## src/rtl/accel_spi_pkg.sv

```systemverilog
// rtl/accel_spi_pkg.sv - ADXL362 register map constants, FSM states and helpers (ACCEL_RESP_STATUS_EN adds STATUS/INTMAP1)
package accel_spi_pkg;

  localparam logic [7:0] CMD_WRITE = 8'h0A;
  localparam logic [7:0] CMD_READ  = 8'h0B;

  localparam logic [5:0] ADDR_DEVID_AD  = 6'h00;
  localparam logic [5:0] ADDR_DEVID_MST = 6'h01;
  localparam logic [5:0] ADDR_PARTID    = 6'h02;
  localparam logic [5:0] ADDR_REVID     = 6'h03;
  localparam logic [5:0] ADDR_XDATA     = 6'h08;
  localparam logic [5:0] ADDR_YDATA     = 6'h09;
  localparam logic [5:0] ADDR_ZDATA     = 6'h0A;
  localparam logic [5:0] ADDR_XDATA_L   = 6'h0E;
  localparam logic [5:0] ADDR_XDATA_H   = 6'h0F;
  localparam logic [5:0] ADDR_YDATA_L   = 6'h10;
  localparam logic [5:0] ADDR_YDATA_H   = 6'h11;
  localparam logic [5:0] ADDR_ZDATA_L   = 6'h12;
  localparam logic [5:0] ADDR_ZDATA_H   = 6'h13;
  localparam logic [5:0] ADDR_SOFT_RESET = 6'h1F;
`ifdef ACCEL_RESP_STATUS_EN
  localparam logic [5:0] ADDR_STATUS    = 6'h0B;
`endif

  localparam logic [7:0] DEVID_AD_VAL  = 8'hAD;
  localparam logic [7:0] DEVID_MST_VAL = 8'h1D;
  localparam logic [7:0] PARTID_VAL    = 8'hF2;
  localparam logic [7:0] REVID_VAL     = 8'h01;

  // Writable window 0x1F..0x2E; storage index is addr[3:0]+1, mapping it onto 0..15
  localparam logic [5:0] WR_ADDR_LO = 6'h1F;
  localparam logic [5:0] WR_ADDR_HI = 6'h2E;
  localparam int         NUM_CTRL   = 16;
  localparam logic [3:0] FILTER_CTL_IDX = 4'hD;  // 0x2C
  localparam logic [3:0] POWER_CTL_IDX  = 4'hE;  // 0x2D
`ifdef ACCEL_RESP_STATUS_EN
  localparam logic [3:0] INTMAP1_IDX    = 4'hB;  // 0x2A
`endif

  localparam logic [7:0] SOFT_RESET_KEY = 8'h52;
  localparam logic [7:0] FILTER_CTL_RST = 8'h13;

  typedef enum logic [2:0] {
    ST_IDLE, ST_CMD, ST_ADDR, ST_WDATA, ST_RDATA, ST_DROP
  } state_t;

  function automatic logic is_writable(input logic [5:0] a);
    return (a >= WR_ADDR_LO) && (a <= WR_ADDR_HI);
  endfunction

  function automatic logic [7:0] ctrl_reset_value(input logic [3:0] idx);
    return (idx == FILTER_CTL_IDX) ? FILTER_CTL_RST : 8'h00;
  endfunction

endpackage

```

## src/rtl/spi_edge_sync.sv

```systemverilog
// rtl/spi_edge_sync.sv - 2-flop synchronizer with a third flop for rise/fall detection
module spi_edge_sync #(
  parameter logic RESET_VAL = 1'b0
) (
  input  logic i_clk,
  input  logic i_rst_n,
  input  logic i_async,
  output logic o_rise,
  output logic o_fall
);

  logic r_s1, r_s2, r_s3;

  // Synchronize the pin and keep one delayed copy for edge detection
  always_ff @(posedge i_clk or negedge i_rst_n) begin
    if (!i_rst_n) begin
      r_s1 <= RESET_VAL;
      r_s2 <= RESET_VAL;
      r_s3 <= RESET_VAL;
    end else begin
      r_s1 <= i_async;
      r_s2 <= r_s1;
      r_s3 <= r_s2;
    end
  end

  assign o_rise = r_s2 & ~r_s3;
  assign o_fall = ~r_s2 & r_s3;

endmodule

```

## src/rtl/accel_spi_responder.sv

```systemverilog
// rtl/accel_spi_responder.sv - ADXL362 SPI register emulator (ACCEL_RESP_STATUS_EN adds STATUS.DATA_READY and int1)
module accel_spi_responder
  import accel_spi_pkg::*;
(
  input  logic        CLK100MHZ,
  input  logic        rst_n,
  input  logic        sclk,
  input  logic        mosi,
  input  logic        cs,
  output logic        miso,
  input  logic [15:0] x_data,
  input  logic [15:0] y_data,
  input  logic [15:0] z_data,
  input  logic        sample_valid,
  output logic [7:0]  power_ctl,
  output logic        wr_strobe,
  output logic [5:0]  wr_addr,
  output logic [7:0]  wr_data
`ifdef ACCEL_RESP_STATUS_EN
  ,
  output logic        int1
`endif
);

  logic w_sclk_rise, w_sclk_fall, w_cs_rise, w_cs_fall;
  logic r_mosi_s1, r_mosi_s2;

  state_t      r_state;
  logic [2:0]  r_bit_cnt;
  logic [6:0]  r_rx;
  logic [7:0]  r_tx;
  logic [5:0]  r_addr;
  logic        r_is_read;
  logic        r_miso;
  logic        r_wr_strobe;
  logic [5:0]  r_wr_addr;
  logic [7:0]  r_wr_data;
  logic        r_soft_pend;
  logic [7:0]  r_ctrl [NUM_CTRL];

  logic [15:0] r_px, r_py, r_pz, r_x, r_y, r_z;
  logic        r_pend;
`ifdef ACCEL_RESP_STATUS_EN
  logic        r_data_ready;
  logic        w_rd_clear;
`endif

  logic [7:0]  w_byte;
  logic [5:0]  w_rd_addr;
  logic [3:0]  w_rd_idx;
  logic [3:0]  w_wr_idx;
  logic [7:0]  w_rd_data;
  logic        w_xfer;

  spi_edge_sync #(.RESET_VAL(1'b0)) u_sclk_sync (
    .i_clk(CLK100MHZ), .i_rst_n(rst_n), .i_async(sclk),
    .o_rise(w_sclk_rise), .o_fall(w_sclk_fall)
  );

  spi_edge_sync #(.RESET_VAL(1'b1)) u_cs_sync (
    .i_clk(CLK100MHZ), .i_rst_n(rst_n), .i_async(cs),
    .o_rise(w_cs_rise), .o_fall(w_cs_fall)
  );

  // MOSI needs only the 2-flop path; it lines up with the sclk edge detector
  always_ff @(posedge CLK100MHZ or negedge rst_n) begin
    if (!rst_n) begin
      r_mosi_s1 <= 1'b0;
      r_mosi_s2 <= 1'b0;
    end else begin
      r_mosi_s1 <= mosi;
      r_mosi_s2 <= r_mosi_s1;
    end
  end

  assign w_byte    = {r_rx, r_mosi_s2};
  assign w_rd_addr = (r_state == ST_ADDR) ? w_byte[5:0] : r_addr + 6'd1;
  assign w_rd_idx  = w_rd_addr[3:0] + 4'd1;
  assign w_wr_idx  = r_addr[3:0] + 4'd1;
  // Only move samples to the visible set between transactions so a read stays coherent
  assign w_xfer    = r_pend && (r_state == ST_IDLE) && !w_cs_fall;

  // Register read mux for the byte about to be loaded into the MISO shifter
  always_comb begin
    w_rd_data = 8'h00;
    case (w_rd_addr)
      ADDR_DEVID_AD:  w_rd_data = DEVID_AD_VAL;
      ADDR_DEVID_MST: w_rd_data = DEVID_MST_VAL;
      ADDR_PARTID:    w_rd_data = PARTID_VAL;
      ADDR_REVID:     w_rd_data = REVID_VAL;
      ADDR_XDATA:     w_rd_data = r_x[11:4];
      ADDR_YDATA:     w_rd_data = r_y[11:4];
      ADDR_ZDATA:     w_rd_data = r_z[11:4];
      ADDR_XDATA_L:   w_rd_data = r_x[7:0];
      ADDR_XDATA_H:   w_rd_data = r_x[15:8];
      ADDR_YDATA_L:   w_rd_data = r_y[7:0];
      ADDR_YDATA_H:   w_rd_data = r_y[15:8];
      ADDR_ZDATA_L:   w_rd_data = r_z[7:0];
      ADDR_ZDATA_H:   w_rd_data = r_z[15:8];
`ifdef ACCEL_RESP_STATUS_EN
      ADDR_STATUS:    w_rd_data = {7'd0, r_data_ready};
`endif
      default: begin
        if (is_writable(w_rd_addr) && (w_rd_addr != ADDR_SOFT_RESET))
          w_rd_data = r_ctrl[w_rd_idx];
      end
    endcase
  end

  // Transaction FSM: byte assembly, register writes, MISO shifting and soft reset
  always_ff @(posedge CLK100MHZ or negedge rst_n) begin
    if (!rst_n) begin
      r_state     <= ST_IDLE;
      r_bit_cnt   <= 3'd0;
      r_rx        <= 7'd0;
      r_tx        <= 8'd0;
      r_addr      <= 6'd0;
      r_is_read   <= 1'b0;
      r_miso      <= 1'b0;
      r_wr_strobe <= 1'b0;
      r_wr_addr   <= 6'd0;
      r_wr_data   <= 8'd0;
      r_soft_pend <= 1'b0;
      for (int i = 0; i < NUM_CTRL; i++) r_ctrl[i] <= ctrl_reset_value(4'(i));
    end else begin
      r_wr_strobe <= 1'b0;
      if (w_cs_rise) begin
        r_state   <= ST_IDLE;
        r_bit_cnt <= 3'd0;
        r_miso    <= 1'b0;
        if (r_soft_pend) begin
          r_soft_pend <= 1'b0;
          for (int i = 0; i < NUM_CTRL; i++) r_ctrl[i] <= ctrl_reset_value(4'(i));
        end
      end else if (r_state == ST_IDLE) begin
        if (w_cs_fall) begin
          r_state   <= ST_CMD;
          r_bit_cnt <= 3'd0;
        end
      end else if (w_sclk_rise) begin
        r_rx      <= w_byte[6:0];
        r_bit_cnt <= r_bit_cnt + 3'd1;
        if (r_bit_cnt == 3'd7) begin
          case (r_state)
            ST_CMD: begin
              if (w_byte == CMD_WRITE) begin
                r_state   <= ST_ADDR;
                r_is_read <= 1'b0;
              end else if (w_byte == CMD_READ) begin
                r_state   <= ST_ADDR;
                r_is_read <= 1'b1;
              end else begin
                r_state   <= ST_DROP;
              end
            end
            ST_ADDR: begin
              r_addr <= w_byte[5:0];
              if (r_is_read) begin
                r_state <= ST_RDATA;
                r_tx    <= w_rd_data;
              end else begin
                r_state <= ST_WDATA;
              end
            end
            ST_WDATA: begin
              if (is_writable(r_addr)) begin
                r_ctrl[w_wr_idx] <= w_byte;
                r_wr_strobe      <= 1'b1;
                r_wr_addr        <= r_addr;
                r_wr_data        <= w_byte;
                if ((r_addr == ADDR_SOFT_RESET) && (w_byte == SOFT_RESET_KEY))
                  r_soft_pend <= 1'b1;
              end
              r_addr <= r_addr + 6'd1;
            end
            ST_RDATA: begin
              r_addr <= r_addr + 6'd1;
              r_tx   <= w_rd_data;
            end
            default: ;
          endcase
        end
      end else if (w_sclk_fall && (r_state == ST_RDATA)) begin
        r_miso <= r_tx[7];
        r_tx   <= {r_tx[6:0], 1'b0};
      end
    end
  end

`ifdef ACCEL_RESP_STATUS_EN
  assign w_rd_clear = w_sclk_rise && !w_cs_rise && (r_bit_cnt == 3'd7) &&
                      (((r_state == ST_ADDR) && r_is_read) || (r_state == ST_RDATA)) &&
                      ((w_rd_addr == ADDR_XDATA) || (w_rd_addr == ADDR_XDATA_L));
`endif

  // Sample capture into the pending buffer and transfer to the visible registers
  always_ff @(posedge CLK100MHZ or negedge rst_n) begin
    if (!rst_n) begin
      r_px <= 16'd0; r_py <= 16'd0; r_pz <= 16'd0;
      r_x  <= 16'd0; r_y  <= 16'd0; r_z  <= 16'd0;
      r_pend <= 1'b0;
`ifdef ACCEL_RESP_STATUS_EN
      r_data_ready <= 1'b0;
`endif
    end else begin
      if (w_xfer) begin
        r_x <= r_px;
        r_y <= r_py;
        r_z <= r_pz;
      end
      if (sample_valid) begin
        r_px   <= x_data;
        r_py   <= y_data;
        r_pz   <= z_data;
        r_pend <= 1'b1;
      end else if (w_xfer) begin
        r_pend <= 1'b0;
      end
`ifdef ACCEL_RESP_STATUS_EN
      if (w_xfer)          r_data_ready <= 1'b1;
      else if (w_rd_clear) r_data_ready <= 1'b0;
`endif
    end
  end

  assign miso      = r_miso;
  assign power_ctl = r_ctrl[POWER_CTL_IDX];
  assign wr_strobe = r_wr_strobe;
  assign wr_addr   = r_wr_addr;
  assign wr_data   = r_wr_data;
`ifdef ACCEL_RESP_STATUS_EN
  assign int1      = r_data_ready & r_ctrl[INTMAP1_IDX][0];
`endif

endmodule
```

## config.mk

```make
export PLATFORM = sky130hd
export DESIGN_NAME = accel_spi_responder
export DESIGN_NICKNAME = d
export VERILOG_FILES = /design/src/rtl/accel_spi_pkg.sv /design/src/rtl/spi_edge_sync.sv /design/src/rtl/accel_spi_responder.sv
export SDC_FILE = /design/constraint.sdc
export NUM_CORES = 1
export LEC_CHECK = 0
export CELL_PAD_IN_SITES_DETAIL_PLACEMENT = 0
export CELL_PAD_IN_SITES_GLOBAL_PLACEMENT = 1
export CORE_MARGIN = 2
export CORE_UTILIZATION = 49
export CTS_CLUSTER_SIZE = 28
export DETAILED_ROUTE_END_ITERATION = 12
export PLACE_DENSITY_LB_ADDON = 0.1
export RECOVER_POWER = 50
export SYNTH_ARGS = -nofsm -noshare
export SYNTH_HDL_FRONTEND = slang
export SYNTH_SLANG_ARGS = --single-unit
```

## constraint.sdc

```tcl
create_clock -name CLK100MHZ -period 4.8 [get_ports CLK100MHZ]
set_input_delay 0.48 -clock CLK100MHZ [delete_from_list [all_inputs] [get_ports CLK100MHZ]]
set_output_delay 0.48 -clock CLK100MHZ [all_outputs]
set_load 0.02 [all_outputs]
```

==> reports/metrics.csv <==
metric,value,unit
status,"complete, but fails checks",
failed_checks,"max-capacitance violations, max-slew violations",
grt_overflow,0,
h-tree-depth,1,
ir_drop,309,uV
postSynthCellCount,1096,
leakage,0.00666,uW
clock_latency,550,ps
relSlewSlack,-0.746,
die-width,167,um
routed_via_density,6.06,
synth-simple-area-share,0.0910,
seq_area_frac_synth,0.535,
synth_ff_type,dfrtp_1,
dr.pass1.iters,5,
cp-end-kind,flip-flop,
grtUsageTotal,0.247,
numPortBuffers,77,
final_cell_mix,"dfrtp_1, a22o_1, nand2_1",
cts_made_buffers,29,
final_cells,1492,
placedCellCount,1439,
required,5220,ps
power_density,375,nW/um^2
nNetsFinal,1201,
crit_chain,nor4b_1 -> buf_4 -> a21oi_4 -> ha_1 -> buf_4 -> mux4_2 -> nand2_1 -> nand2_1 -> a22oi_1 -> a31oi_1,
ant_nets,0,
nFillCells,2196,
combPwrFrac,0.111,
wire_per_inst,22.6,um
rsz0062_at_grt,no,
layout_commonest_cell,dfrtp_1,
synth_top_family_by_area,compound AO/OA/AOI/OAI gates,
min_to,r_mosi_s2,
setup_viol,0,
min_period_over_period,0.798,
clockBufferDepth,3,
routed_wl,33800,um
hold_depth,0,
min_path_type,flip-flop to flip-flop,
syn_to_final_growth,14.6,%
synth_nets,1161,
cp_max_fo,26,
antenna_found_initial,1,
synth_compound_area_frac,0.174,
path_clk_slew,60,ps
critPathArrivalTime,4250,ps
swShare,0.260,
internal-power,4140,uW
grt_pass1_vias,9121,
cts_tree,done,
final_hold_viol_count,0,
start_util,0.499,
multi_input_area,5500,sq um
coreArea,26100,sq um
clock_skew,7.35,ps
rr_startpoint,r_state[0],
ys_seq_elements,278,
cts_sinks,278,
fp.dieH,167,um
critPathSlowestCell,ha_1,
synth_cell_types,70,
worstRegToRegCells,10,
area.sequential,6960,sq um
place_congestion,0.883,
die_area,27900,sq um
worstMarginPinSlew,2620,ps
drc_errors,0,
grt_max_degree,92,
slew_violations,142,
yosys_warnings,0,
max-cap-violations,2,
reg2reg_to,r_tx[2],
clock_power_share,0.402,
cts_root_buf,clkbuf_16,
async_flop_share,1.00,
drive_gt1_frac,0.185,
num_rows,59,
synth_adder_area_share,0.0106,
p_sw,1460,uW
drtIter0Drc,672,
synth_xor_xnor_area_share,0.00673,
crit_path_max_incr_delay,1100,ps
grt_pass1_wl,54400,um
setup.worst_path.start_class,flip-flop,
synth_mux_area_frac,0.140,
min_from,r_mosi_s1,
path_class,flip-flop to flip-flop,
antennaDiodeCount,0,
syn_area,13000,sq um
pin_count,78,
power.share.sequential,0.487,
avgSynthCellArea,11.9,sq um
r2r_setup_slack,970,ps
synth-edff-count,0,
max_freq,261,MHz
finalCriticalPeriod,3830,ps
vias,9037,
finalSetupTns,0,ps
cts_setup_buffers,0,
dpl.hpwl,22100,um
stage by stage:
step / hold slack (ps) / total power, uW / area [sq um] / utilization / worst slack (ps)
CTS: 308 / 5640 / 14900 / 0.573 / 1030
floorplan: 184 / 3080 / 13000 / - / 1350
finish: 347 / 5600 / 14900 / 0.572 / 969
global route: 354 / 5810 / 14900 / 0.572 / 645
detailed placement: 339 / 3390 / 14000 / 0.536 / 1030
global placement: 335 / 3380 / 14000 / 0.536 / 1100
logic make-up after synthesis:
kind of cell	Yosys count
adder cells (fa/ha/maj)	11
AND/OR/NAND/NOR	251
flip-flops	278
buffers and inverters	121
AO/OA/AOI/OAI	283
multiplexers	142
XOR/XNOR	10
routing by layer:
metal / GRT usage / share of wire / vias to the layer above
li1: - / - / 4144
met1: 0.359 / 0.46 / 4580
met2: 0.385 / 0.46 / 255
met3: 0.0416 / 0.052 / 58
met4: 0.0675 / 0.026 / 0
met5: 0 / 0 / -
timing repair:
item                      CTS  global route
hold endpoints to repair   84             0
hold buffers                1             0
resized for setup           0             0
cell usage after synthesis, types with 10 or more instances:
cell type,n,area (sq um)
a211oi_1,10,75.1
a21oi_1,16,80.1
a222oi_1,14,140
a22o_1,136,1190
a22oi_1,15,113
and4_1,17,149
buf_2,18,90.1
clkbuf_1,60,225
dfrtp_1,272,6810
ha_1,11,138
inv_1,20,75.1
mux2_2,105,1180
mux2i_1,18,180
mux4_2,10,225
nand2_1,126,473
nand3_1,10,50.1
nor2_1,44,165
o21ai_0,26,130
registers in the layout, summed over array words and instances (netlist names), 7 cells and up:
name / cells
r_py: 16
r_px: 16
r_rx: 7
wr_data: 8
r_tx: 8
r_y: 16
r_pz: 16
r_x: 16
power_ctl: 8
r_ctrl: 120
r_z: 16
critical path: cells and delay by family, from the launching register on:
kind            cells  cell delay, ps
compound gates      3             470
flops               1             560
mux                 1             310
fa+ha+maj           1            1100
simple gates        3             730
buf+inv             2             510
worst max path at each step:
stage               slack [ps]  cells after the start  startpoint          to
floorplan                 1350                     15  r_state[0]     r_tx[4]
global placement          1100                     10  r_state[0]     r_tx[2]
detailed placement        1030                     10  r_state[0]     r_tx[2]
CTS                       1030                     11   r_addr[0]     r_tx[2]
global route               650                      3       rst_n  r_ctrl[38]
finish                     970                     10  r_state[0]     r_tx[2]
power by group through the flow:
stage,Clock [uW],Combinational [uW],Sequential [uW]
detailed placement,0,626,2760
CTS,2290,628,2720
finish,2250,623,2720
floorplan,0,434,2640
global placement,0,616,2760
global route,2380,681,2750
final cells by class:
class / instances / area share
Sequential cell: 278 / 0.467
Tap cell: 335 / 0.0281
Multi-Input combinational cell: 697 / 0.369
Clock buffer: 46 / 0.0583
Timing Repair Buffer: 109 / 0.0665
Clock inverter: 6 / 0.00554
Inverter: 21 / 0.00529
Note: power is estimated with default switching activity, not from simulation.
